File: src/rtl/riscv_mem_arbiter.sv
`default_nettype none
// ============================================================================
// Module   : riscv_mem_arbiter
// Purpose  : Shares one single-port memory bus between instruction fetch and
//            load/store. Optional round-robin arbitration: MEM_ARB_RR_EN.
// Revision : 1.0 - initial release
// ============================================================================
module riscv_mem_arbiter #(
   parameter int XLEN    = 32,
   parameter int TIMEOUT = 255
) (
   input  logic            clk,
   input  logic            rst,
   input  logic            i_req,
   input  logic [XLEN-1:0] i_addr,
   output logic            i_gnt,
   output logic            i_rvalid,
   output logic [XLEN-1:0] i_rdata,
   output logic            i_err,
   input  logic            d_req,
   input  logic            d_we,
   input  logic [XLEN-1:0] d_addr,
   input  logic [XLEN-1:0] d_wdata,
   input  logic [3:0]      d_wstrb,
   output logic            d_gnt,
   output logic            d_rvalid,
   output logic [XLEN-1:0] d_rdata,
   output logic            d_err,
   output logic            mem_req,
   output logic            mem_we,
   output logic [XLEN-1:0] mem_addr,
   output logic [XLEN-1:0] mem_wdata,
   output logic [3:0]      mem_wstrb,
   input  logic            mem_ack,
   input  logic [XLEN-1:0] mem_rdata
);

   typedef enum logic [1:0] {
      ST_IDLE  = 2'd0,
      ST_BUSY  = 2'd1,
      ST_FAULT = 2'd2
   } state_t;

   localparam logic [8:0] C_TIMEOUT = 9'(TIMEOUT);

   state_t          state_q, state_d;
   logic            owner_q, owner_d;  // 1 = data port owns the transaction
   logic [XLEN-1:0] addr_q, addr_d;
   logic [XLEN-1:0] wdata_q, wdata_d;
   logic            we_q, we_d;
   logic [3:0]      wstrb_q, wstrb_d;
   logic [7:0]      cnt_q, cnt_d;
   logic            i_rvalid_q, i_rvalid_d, i_err_q, i_err_d;
   logic            d_rvalid_q, d_rvalid_d, d_err_q, d_err_d;
   logic [XLEN-1:0] i_rdata_q, i_rdata_d, d_rdata_q, d_rdata_d;

   logic            grant_to_data;
   logic            timeout_hit;
   logic [XLEN-1:0] req_addr;
   logic            rsp_valid, rsp_err;
   logic [XLEN-1:0] rsp_data;

`ifdef MEM_ARB_RR_EN
   logic rr_q, rr_d;  // 1 = data port wins the next contention
   assign grant_to_data = d_req && (!i_req || rr_q);
`else
   assign grant_to_data = d_req;
`endif

   // Counter holds BUSY cycles already spent; this cycle is the last allowed one.
   assign timeout_hit = (C_TIMEOUT != 9'd0) && (({1'b0, cnt_q} + 9'd1) == C_TIMEOUT);
   assign req_addr    = grant_to_data ? d_addr : i_addr;

   always_comb begin
      state_d   = state_q;
      owner_d   = owner_q;
      addr_d    = addr_q;
      wdata_d   = wdata_q;
      we_d      = we_q;
      wstrb_d   = wstrb_q;
      cnt_d     = cnt_q;
      i_gnt     = 1'b0;
      d_gnt     = 1'b0;
      rsp_valid = 1'b0;
      rsp_err   = 1'b0;
      rsp_data  = '0;
`ifdef MEM_ARB_RR_EN
      rr_d      = rr_q;
`endif
      case (state_q)
         ST_IDLE: begin
            if (d_req || i_req) begin
               d_gnt   = grant_to_data;
               i_gnt   = !grant_to_data;
               owner_d = grant_to_data;
               addr_d  = req_addr;
               we_d    = grant_to_data & d_we;
               wdata_d = grant_to_data ? d_wdata : '0;
               wstrb_d = grant_to_data ? d_wstrb : 4'h0;
               cnt_d   = 8'd0;
`ifdef MEM_ARB_RR_EN
               rr_d    = !grant_to_data;
`endif
               // Misaligned requests never reach memory; the error is answered directly.
               if (req_addr[1:0] != 2'b00) begin
                  state_d   = ST_FAULT;
                  rsp_valid = 1'b1;
                  rsp_err   = 1'b1;
               end else begin
                  state_d = ST_BUSY;
               end
            end
         end
         ST_BUSY: begin
            if (mem_ack) begin
               state_d   = ST_IDLE;
               rsp_valid = 1'b1;
               rsp_data  = we_q ? '0 : mem_rdata;
            end else if (timeout_hit) begin
               state_d   = ST_IDLE;
               rsp_valid = 1'b1;
               rsp_err   = 1'b1;
            end else begin
               cnt_d = cnt_q + 8'd1;
            end
         end
         ST_FAULT: state_d = ST_IDLE;
         default:  state_d = ST_IDLE;
      endcase

      i_rvalid_d = rsp_valid & ~owner_d;
      i_err_d    = rsp_err & ~owner_d;
      i_rdata_d  = owner_d ? '0 : rsp_data;
      d_rvalid_d = rsp_valid & owner_d;
      d_err_d    = rsp_err & owner_d;
      d_rdata_d  = owner_d ? rsp_data : '0;
   end

   always_ff @(posedge clk or posedge rst) begin
      if (rst) begin
         state_q    <= ST_IDLE;
         owner_q    <= 1'b0;
         addr_q     <= '0;
         wdata_q    <= '0;
         we_q       <= 1'b0;
         wstrb_q    <= 4'h0;
         cnt_q      <= 8'd0;
         i_rvalid_q <= 1'b0;
         i_err_q    <= 1'b0;
         i_rdata_q  <= '0;
         d_rvalid_q <= 1'b0;
         d_err_q    <= 1'b0;
         d_rdata_q  <= '0;
      end else begin
         state_q    <= state_d;
         owner_q    <= owner_d;
         addr_q     <= addr_d;
         wdata_q    <= wdata_d;
         we_q       <= we_d;
         wstrb_q    <= wstrb_d;
         cnt_q      <= cnt_d;
         i_rvalid_q <= i_rvalid_d;
         i_err_q    <= i_err_d;
         i_rdata_q  <= i_rdata_d;
         d_rvalid_q <= d_rvalid_d;
         d_err_q    <= d_err_d;
         d_rdata_q  <= d_rdata_d;
      end
   end

`ifdef MEM_ARB_RR_EN
   always_ff @(posedge clk or posedge rst) begin
      if (rst) rr_q <= 1'b1;
      else     rr_q <= rr_d;
   end
`endif

   assign mem_req   = (state_q == ST_BUSY);
   assign mem_we    = we_q;
   assign mem_addr  = addr_q;
   assign mem_wdata = wdata_q;
   assign mem_wstrb = wstrb_q;

   assign i_rvalid  = i_rvalid_q;
   assign i_err     = i_err_q;
   assign i_rdata   = i_rdata_q;
   assign d_rvalid  = d_rvalid_q;
   assign d_err     = d_err_q;
   assign d_rdata   = d_rdata_q;

endmodule
`default_nettype wire

File: config.mk
export PLATFORM = sky130hd
export DESIGN_NAME = riscv_mem_arbiter
export DESIGN_NICKNAME = d
export VERILOG_FILES = /design/src/rtl/riscv_mem_arbiter.sv
export SDC_FILE = /design/constraint.sdc
export NUM_CORES = 1
export LEC_CHECK = 0
export ABC_AREA = 1
export ABC_CLOCK_PERIOD_IN_PS = 15600
export BUFFER_PORTS_ARGS = -buffer_cell sky130_fd_sc_hd__buf_2
export CAP_MARGIN = 20
export CORE_ASPECT_RATIO = 1.4
export CORE_MARGIN = 3
export CORE_UTILIZATION = 52
export CTS_BUF_LIST = sky130_fd_sc_hd__clkbuf_4 sky130_fd_sc_hd__clkbuf_8
export DETAILED_ROUTE_END_ITERATION = 8
export PLACE_DENSITY = 0.87
export SYNTH_ARGS = -nofsm -noshare
export SYNTH_HDL_FRONTEND = slang
export SYNTH_SLANG_ARGS = --single-unit
File: constraint.sdc
create_clock -name clk -period 15.6 [get_ports clk]
set_input_delay 3.12 -clock clk [delete_from_list [all_inputs] [get_ports clk]]
set_output_delay 3.12 -clock clk [all_outputs]
set_load 0.03 [all_outputs]
==> results_dict.tcl, run 1 <==
set metrics [dict create \
    cts.htree.levels 4 \
    r2r_cells 7 \
    p_clk_frac 0.282 \
    dpl.hpwl_mm 11.33 \
    cts_tree "built" \
    seqPwrFrac 0.408 \
    cts_buffers 17 \
    grt_overflow 0 \
    synth_nets 693 \
    route.vias.total 5071 \
    ios 278 \
    grt_use_total 0.2531 \
    fmax_mhz 131.0 \
    leakage_nw 4.257 \
    wire_per_inst_um 16.41 \
    p_int_w 0.0007374 \
    yosysSeqAreaShare 0.6253 \
    synthSimpleGateAreaFrac 0.2060 \
    ant_nets 0 \
    firstDrtPassIters 4 \
    swShare 0.3789 \
    p_sw_w 0.0004498 \
    ys.warnings.count 0 \
    cp-end-kind "primary output" \
    hold_viol 0 \
    fin_skew_ps 10.64 \
    layout_commonest_cell "buf_2" \
    yosysUniqueCellTypes 31 \
    cts_root_buf "clkbuf_8" \
    fp.dieH_um 132.3 \
    ys_ff_latch 148 \
    ff2ff_setup_slack_ps 12710 \
    timing.critical_path.from_type "input port" \
    die_w_um 96.20 \
    preCtsSetupSlack_ps 7983 \
    clk_latency_ps 430 \
    synthAdderAreaFrac 0.004225 \
    synthMuxAreaShare 0.003380 \
    synth_area_mm2 0.005923 \
    yosys.area.top_type_share 0.6253 \
    yosys-top-cells-area "dfrtp_1 (63%), nand2_1 (6.3%), a22o_1 (5.3%), nor3_2 (4.6%), nor3_1 (3.3%)" \
    rsz0062_at_grt "false" \
    ctsResizeCount 0 \
    synth_top_family_by_area "simple AND/OR/NAND/NOR gates" \
    clock_sink_count 148 \
    coreArea_mm2 0.01098 \
    yosysTopAreaCell "dfrtp_1" \
    synthXorXnorAreaFrac 0 \
    worstMarginPinSlew_ps 1057 \
    avgSynthCellArea_um2 10.71 \
    period_share 0.4893 \
    timing.rr.end "d_rvalid" \
    period_needed_ps 7633 \
    grt_max_degree 77 \
    finalSetupTns_ps 0 \
    grt_pass1_wl_mm 24.80 \
    maxCapViolCount 0 \
    final_cell_mix "buf_2 (277), dfrtp_1 (148), nand2_1 (99)" \
    antenna_cells 0 \
    io_buffer_count 277 \
    die-area_mm2 0.01273 \
    crit_fanout 35 \
    vias_per_cell 5.222 \
    drive_gt1_frac 0.4398 \
    antenna_found_initial 0 \
    ir_drop_mv 0.09834 \
    clkSlewWorstSetupHoldPaths_ps 70 \
    clock_path_buffers 2 \
    path_class "input port to primary output" \
    comb_power_share 0.310 \
    place_congestion 0.8495 \
    timing.rr.start "state_q[1]" \
    num_rows 45 \
    wl_mm 15.93 \
    slew_viol_final 0 \
    postCtsSetupRepairBufs 0 \
    hold_buffers 0 \
    worst_ep_required_time_ps 12480 \
    fin_nets 957 \
    initialDrtViolationCount 246 \
    syn_inst 553 \
    route.detailed.drc 0 \
    power_density_mw_per_mm2 152.3 \
    synth-compound-area-share 0.09801 \
    syn2layout_area_growth_pct 31.58 \
    grt_pass1_vias 5050 \
    worstSetupEndpoint "d_gnt" \
    arrival_ps 4510 \
    slew_headroom 0.2928 \
    initial_core_util 0.5395 \
    crit_path_start "d_req" \
    hold_class "flip-flop to flip-flop" \
    setup_slack_ps 7967 \
    status "finished, final reports clean" \
    setup_violations 0 \
]
## cells in the mapped netlist, drive strengths merged
cell    count
a21oi       5
a22o       36
a31oi      30
buf        22
clkbuf     13
dfrtp     148
ha          2
inv        52
mux2i       2
nand2     106
nand3      16
nand4       2
nor2       47
nor3       66
o21ai       3
o21bai      2
o31ai       1
## cells by family after synthesis
| family | after synthesis |
|---|---|
| buffers and inverters | 87 |
| flip-flops | 148 |
| adder cells (fa/ha/maj) | 2 |
| multiplexers | 2 |
| AND/OR/NAND/NOR | 237 |
| AO/OA/AOI/OAI | 77 |
## state kept, by name (all words and copies together) (netlist names)
name / count
i_err: 1
state_q: 2
cnt_q: 8
mem_addr: 32
i_rdata: 32
i_rvalid: 1
d_rdata: 32
owner_q: 1
d_err: 1
mem_we: 1
d_rvalid: 1
mem_wstrb: 4
mem_wdata: 32
## critical path, cell delays in order
cell and delay (ps):
buf_2 530, inv_2 430, nor2_4 210, buf_2 210
## per-layer routing
metal / vias up / share of wire / global-route usage
met5: - / 0 / 0
met4: 0 / 0.033 / 0.1234
met3: 42 / 0.086 / 0.05311
met2: 268 / 0.52 / 0.4303
met1: 2400 / 0.36 / 0.2969
li1: 2361 / - / -
## worst min path at each step
stage / slack [ps] / end / startpoint / depth (start not counted)
finish: 500 / mem_addr[1] / mem_addr[1] / 2
global route: 520 / mem_wstrb[0] / mem_wstrb[0] / 1
CTS: 500 / mem_addr[1] / mem_addr[1] / 2
detailed placement: 480 / mem_addr[1] / mem_addr[1] / 2
global placement: 470 / mem_addr[0] / mem_addr[0] / 2
floorplan: 490 / cnt_q[6] / cnt_q[6] / 2
## through the flow
step	hold slack, ps	cell area [um2]	util	cells	total power (W)
6_report	503.5	7794	0.7099	971	0.001187
5_1_grt	522.8	7794	0.7099	971	0.001247
4_1_cts	499.2	7794	0.7099	971	0.001197
3_5_place_dp	480.9	7340	0.6685	939	0.0008610
2_1_floorplan	488.7	5923	-	553	0.0007473
3_3_place_gp	470.0	7340	0.6685	939	0.0008505
## power groups by stage
stage,Sequential [W],Combinational (W),Clock [W]
final,0.000484,0.000368,0.000334
after global routing,0.000492,0.000395,0.000360
after CTS,0.000484,0.000372,0.000341
after detailed placement,0.000489,0.000372,0
after global placement,0.000488,0.000362,0
after floorplan,0.000613,0.000134,0
## area by class of cell
class / instances / area [um2]
clock buffer: 20 / 262.8
clock inverter: 12 / 191.4
fill: 808 / 3186
inverter: 52 / 200.2
multi-input combinational: 318 / 1851
sequential: 148 / 3704
tap: 141 / 176.4
timing repair buffer: 280 / 1409
Note: power is estimated with default switching activity, not from simulation.
==> inputs of run 2 (changes only) <==
ABC_CLOCK_PERIOD_IN_PS = 6200   (was 15600)
CORE_UTILIZATION = 43   (was 52)
PLACE_DENSITY = 0.77   (was 0.87)
clock period = 6.2 ns   (was 15.6 ns; I/O delays follow)
==> results_dict.tcl, run 2 (same netlist as run 1, synthesis figures left out) <==
set metrics [dict create \
    cp.depth 7 \
    ant_nets 0 \
    initialDrtViolationCount 245 \
    path_cells "buf_2, buf_4, inv_2, buf_4, nor2_2, buf_4, buf_2" \
    cp-end-kind "primary output" \
    timing.critical_path.from_type "input port" \
    ir_drop_mv 0.1982 \
    seq_area_mm2 0.003704 \
    grt_pass1_wl_mm 23.76 \
    whs_ps 496.3 \
    r2r_cells 7 \
    antenna_found_initial 1 \
    holdCritStartpoint "mem_addr[1]" \
    route.vias.total 4883 \
    wl_mm 15.34 \
    cts_tree "built" \
    swShare 0.3967 \
    grt_overflow 0 \
    finalSetupTns_ps 0 \
    cts.htree.levels 4 \
    vias_per_cell 4.811 \
    grt_max_degree 95 \
    period_needed_ps 4012 \
    hold_class "flip-flop to flip-flop" \
    power_density_mw_per_mm2 366.3 \
    grt_use_total 0.1983 \
    syn2layout_area_growth_pct 31.56 \
    cts_root_buf "clkbuf_8" \
    route.detailed.drc 0 \
    crit_path_start "d_req" \
    fin_skew_ps 8.988 \
    p_int_w 0.001722 \
    die_w_um 105.2 \
    clk_latency_ps 440 \
    maxCapViolCount 0 \
    layout_commonest_cell "buf_2" \
    place_inst 983 \
    fin_cells 1015 \
    finalPower_w 0.002855 \
    clock_path_buffers 2 \
    num_rows 50 \
    stdcell_area_mm2 0.007792 \
    clock_sink_count 148 \
    coreArea_mm2 0.01345 \
    wire_per_inst_um 15.11 \
    seqPwrFrac 0.424 \
    status "finished, final reports clean" \
    max_stage_delay_ps 380 \
    firstDrtPassIters 4 \
    fp.dieH_um 144.9 \
    cts_buffers 17 \
    place_congestion 0.7971 \
    grt_pass1_vias 4678 \
    comb_power_share 0.323 \
    period_share 0.6470 \
    initial_core_util 0.4404 \
    io_buffer_count 277 \
    slew_headroom 0.3431 \
    final_cell_mix "buf_2 (277), dfrtp_1 (148), nand2_1 (99)" \
    multi_input_area_mm2 0.001846 \
    drive_gt1_frac 0.4418 \
    worst_ep_required_time_ps 4960 \
    ctsResizeCount 0 \
    die-area_mm2 0.01524 \
    rsz0062_at_grt "false" \
    worstMarginPinSlew_ps 981.9 \
    crit_slowest_cell "buf_4" \
    hold_buffers 0 \
    min_path_cells 2 \
    placed_area_mm2 0.007408 \
    clkSlewWorstSetupHoldPaths_ps 80 \
    ios 278 \
    path_class "input port to primary output" \
    dpl.hpwl_mm 11.02 \
    setup_violations 0 \
    slew_viol_final 0 \
    crit_family "buffers and inverters" \
    leakage_nw 4.235 \
    fin_nets 960 \
    fmax_mhz 249.3 \
    p_clk_frac 0.253 \
    crit_fanout 39 \
    antenna_cells 0 \
    timing.rr.start "state_q[1]" \
    fill_cells 1221 \
    path_common_cell "buf_4" \
    path_buf_inv 6 \
    hold_viol 0 \
    p_sw_w 0.001132 \
    arrival_ps 2770 \
    postCtsSetupRepairBufs 0 \
]
==> run 2: per-layer routing <==
| layer | up-vias | GRT usage | wire [um] |
|---|---|---|---|
| met5 | - | 0 | 14 |
| met4 | 2 | 0.05598 | 276 |
| met3 | 22 | 0.06702 | 1104 |
| met2 | 205 | 0.3458 | 8038 |
| met1 | 2285 | 0.2344 | 5904 |
| li1 | 2369 | - | - |
==> run 2: tightest hold or removal path, cell delays in order, from the launching register on <==
cell and delay [ps]:
dfrtp_1 350, nand2_1 50, o21ai_1 60
==> run 2: area by class of cell <==
type / instances / area share
Timing Repair Buffer: 283 / 0.1837
Tap cell: 182 / 0.02922
Clock inverter: 14 / 0.01830
Sequential cell: 148 / 0.4753
Inverter: 52 / 0.02569
Multi-Input combinational cell: 318 / 0.2368
Clock buffer: 18 / 0.03099
==> run 2: stage by stage <==
step | utilization | setup slack, ps
6_report | 0.5793 | 2188
5_1_grt | 0.5793 | 2070
4_1_cts | 0.5793 | 2206
3_5_place_dp | 0.5508 | 2075
3_3_place_gp | 0.5508 | 2095
2_1_floorplan | - | 980.3
==> run 2: final timing paths <==
kind                            slack [ps]     endpoint
max in group asynchronous             4010  i_rdata[22]
worst min register to register         500  mem_addr[1]
worst max-delay path                  2190        d_gnt
worst min-delay path                   500  mem_addr[1]
worst max register to register        3600   i_rdata[0]
min in group asynchronous              930   d_rdata[7]
==> run 2: power groups by stage <==
stage | clock (W) | combinational [W] | sequential, W
floorplan | 0 | 0.000338 | 0.00154
global placement | 0 | 0.000926 | 0.00122
detailed placement | 0 | 0.000933 | 0.00123
CTS | 0.000744 | 0.000935 | 0.00121
global route | 0.000789 | 0.000990 | 0.00123
finish | 0.000723 | 0.000922 | 0.00121
==> inputs of run 3 (changes only) <==
ABC_CLOCK_PERIOD_IN_PS = 3900   (was 6200)
CORE_UTILIZATION = 48   (was 43)
PLACE_DENSITY = 0.81   (was 0.77)
clock period = 3.9 ns   (was 6.2 ns; I/O delays follow)
==> results_dict.tcl, run 3 (same netlist as run 1, synthesis figures left out) <==
set metrics [dict create \
    leakage_nw 4.257 \
    wl_mm 15.79 \
    crit_family "buffers and inverters" \
    period_needed_ps 2586 \
    clk_latency_ps 430 \
    drive_gt1_frac 0.4431 \
    crit_slowest_cell "inv_2" \
    fill_cells 994 \
    r2r_cells 4 \
    fin_nets 963 \
    initialDrtViolationCount 152 \
    layout_commonest_cell "buf_2" \
    cts_root_buf "clkbuf_8" \
    fin_cells 982 \
    syn2layout_area_growth_pct 31.45 \
    cts_buffers 17 \
    min_path_cells 2 \
    clkSlewWorstSetupHoldPaths_ps 80 \
    cts.htree.levels 4 \
    slew_viol_final 0 \
    holdCritStartpoint "mem_addr[1]" \
    timing.critical_path.from_type "input port" \
    ff2ff_setup_slack_ps 1690 \
    worstMarginPinSlew_ps 889.6 \
    cp-end-kind "primary output" \
    wire_per_inst_um 16.07 \
    route.vias.total 4931 \
    ctsResizeCount 0 \
    cts_tree "built" \
    antenna_cells 0 \
    firstDrtPassIters 4 \
    hold_buffers 0 \
    arrival_ps 1810 \
    grt_use_total 0.2253 \
    grt_max_degree 149 \
    setup_violations 0 \
    postCtsSetupRepairBufs 0 \
    die-area_mm2 0.01373 \
    path_class "input port to primary output" \
    grt_pass1_wl_mm 23.92 \
    dpl.hpwl_mm 11.56 \
    coreArea_mm2 0.01194 \
    num_rows 47 \
    stdcell_area_mm2 0.007786 \
    maxCapViolCount 0 \
    period_share 0.6632 \
    fin_skew_ps 13.44 \
    whs_ps 504.0 \
    rsz0062_at_grt "false" \
    initial_core_util 0.4962 \
    hold_class "flip-flop to flip-flop" \
    route.detailed.drc 0 \
    finalSetupTns_ps 0 \
    die_w_um 99.89 \
    grt_overflow 0 \
    holdPathEnd "mem_addr[1]" \
    ios 278 \
    clock_path_buffers 2 \
    antenna_found_initial 0 \
    ir_drop_mv 0.3282 \
    placed_area_mm2 0.007398 \
    timing.rr.end "d_rdata[31]" \
    io_buffer_count 277 \
    ant_nets 0 \
    place_inst 951 \
    clock_sink_count 148 \
    slew_headroom 0.4060 \
    final_cell_mix "buf_2 (277), dfrtp_1 (148), nand2_1 (99)" \
    worst_ep_required_time_ps 3120 \
    hold_viol 0 \
    power_density_mw_per_mm2 588.2 \
    place_congestion 0.8628 \
    status "finished, final reports clean" \
    crit_fanout 31 \
    grt_pass1_vias 4805 \
    fmax_mhz 386.7 \
    timing.rr.start "state_q[1]" \
    path_cells "buf_2, inv_2, nor2_2, buf_4, buf_2" \
    fp.dieH_um 137.4 \
    path_common_cell "buf_2" \
    max_stage_delay_ps 390 \
    path_buf_inv 4 \
    vias_per_cell 5.021 \
]
==> run 3: cell type report <==
class | count | area [um2] | area share
Timing Repair Buffer | 286 | 1466 | 0.1883
Sequential cell | 148 | 3704 | 0.4757
Multi-Input combinational cell | 318 | 1846 | 0.2370
Clock buffer | 17 | 234.0 | 0.03005
Clock inverter | 14 | 153.9 | 0.01977
Tap cell | 147 | 183.9 | 0.02362
Inverter | 52 | 198.9 | 0.02555
==> run 3: routing by layer <==
layer / GRT usage / part of all wire / vias up
li1: - / - / 2375
met1: 0.2594 / 0.37 / 2339
met2: 0.3875 / 0.53 / 185
met3: 0.06687 / 0.071 / 32
met4: 0.09871 / 0.030 / 0
met5: 0 / 0 / -
==> run 3: power breakdown <==
group          switching (W)  total (W)  leakage [nW]  internal (W)
Combinational        0.00106    0.00149          2.13      0.000428
Clock               0.000589    0.00116         0.200      0.000575
Sequential          0.000139    0.00193          1.93       0.00179
==> run 3: through the flow <==
step                      setup slack (ps)  total power [W]  utilization
final                                 1314         0.004580       0.6522
after floorplan                       1259         0.002990            -
after global routing                  1199         0.004796       0.6522
after global placement                1338         0.003428       0.6197
after detailed placement              1308         0.003454       0.6197
after CTS                             1314         0.004623       0.6522
==> run 3: worst reg2reg max path, cell delays in order, from the launching register on <==
cell and delay, ps:
dfrtp_1 420, nor2_4 200, nand3_2 700, buf_4 530
nor3_1 260
==> run 3: worst max-delay path by stage <==
stage                      from       end  slack, ps  cells after the start
after floorplan             rst  cnt_q[0]       1260                      1
after global placement    d_req     d_gnt       1340                      5
after detailed placement  d_req     d_gnt       1310                      5
after CTS                 d_req     d_gnt       1310                      5
after global routing      d_req     d_gnt       1200                      5
final                     d_req     d_gnt       1310                      5
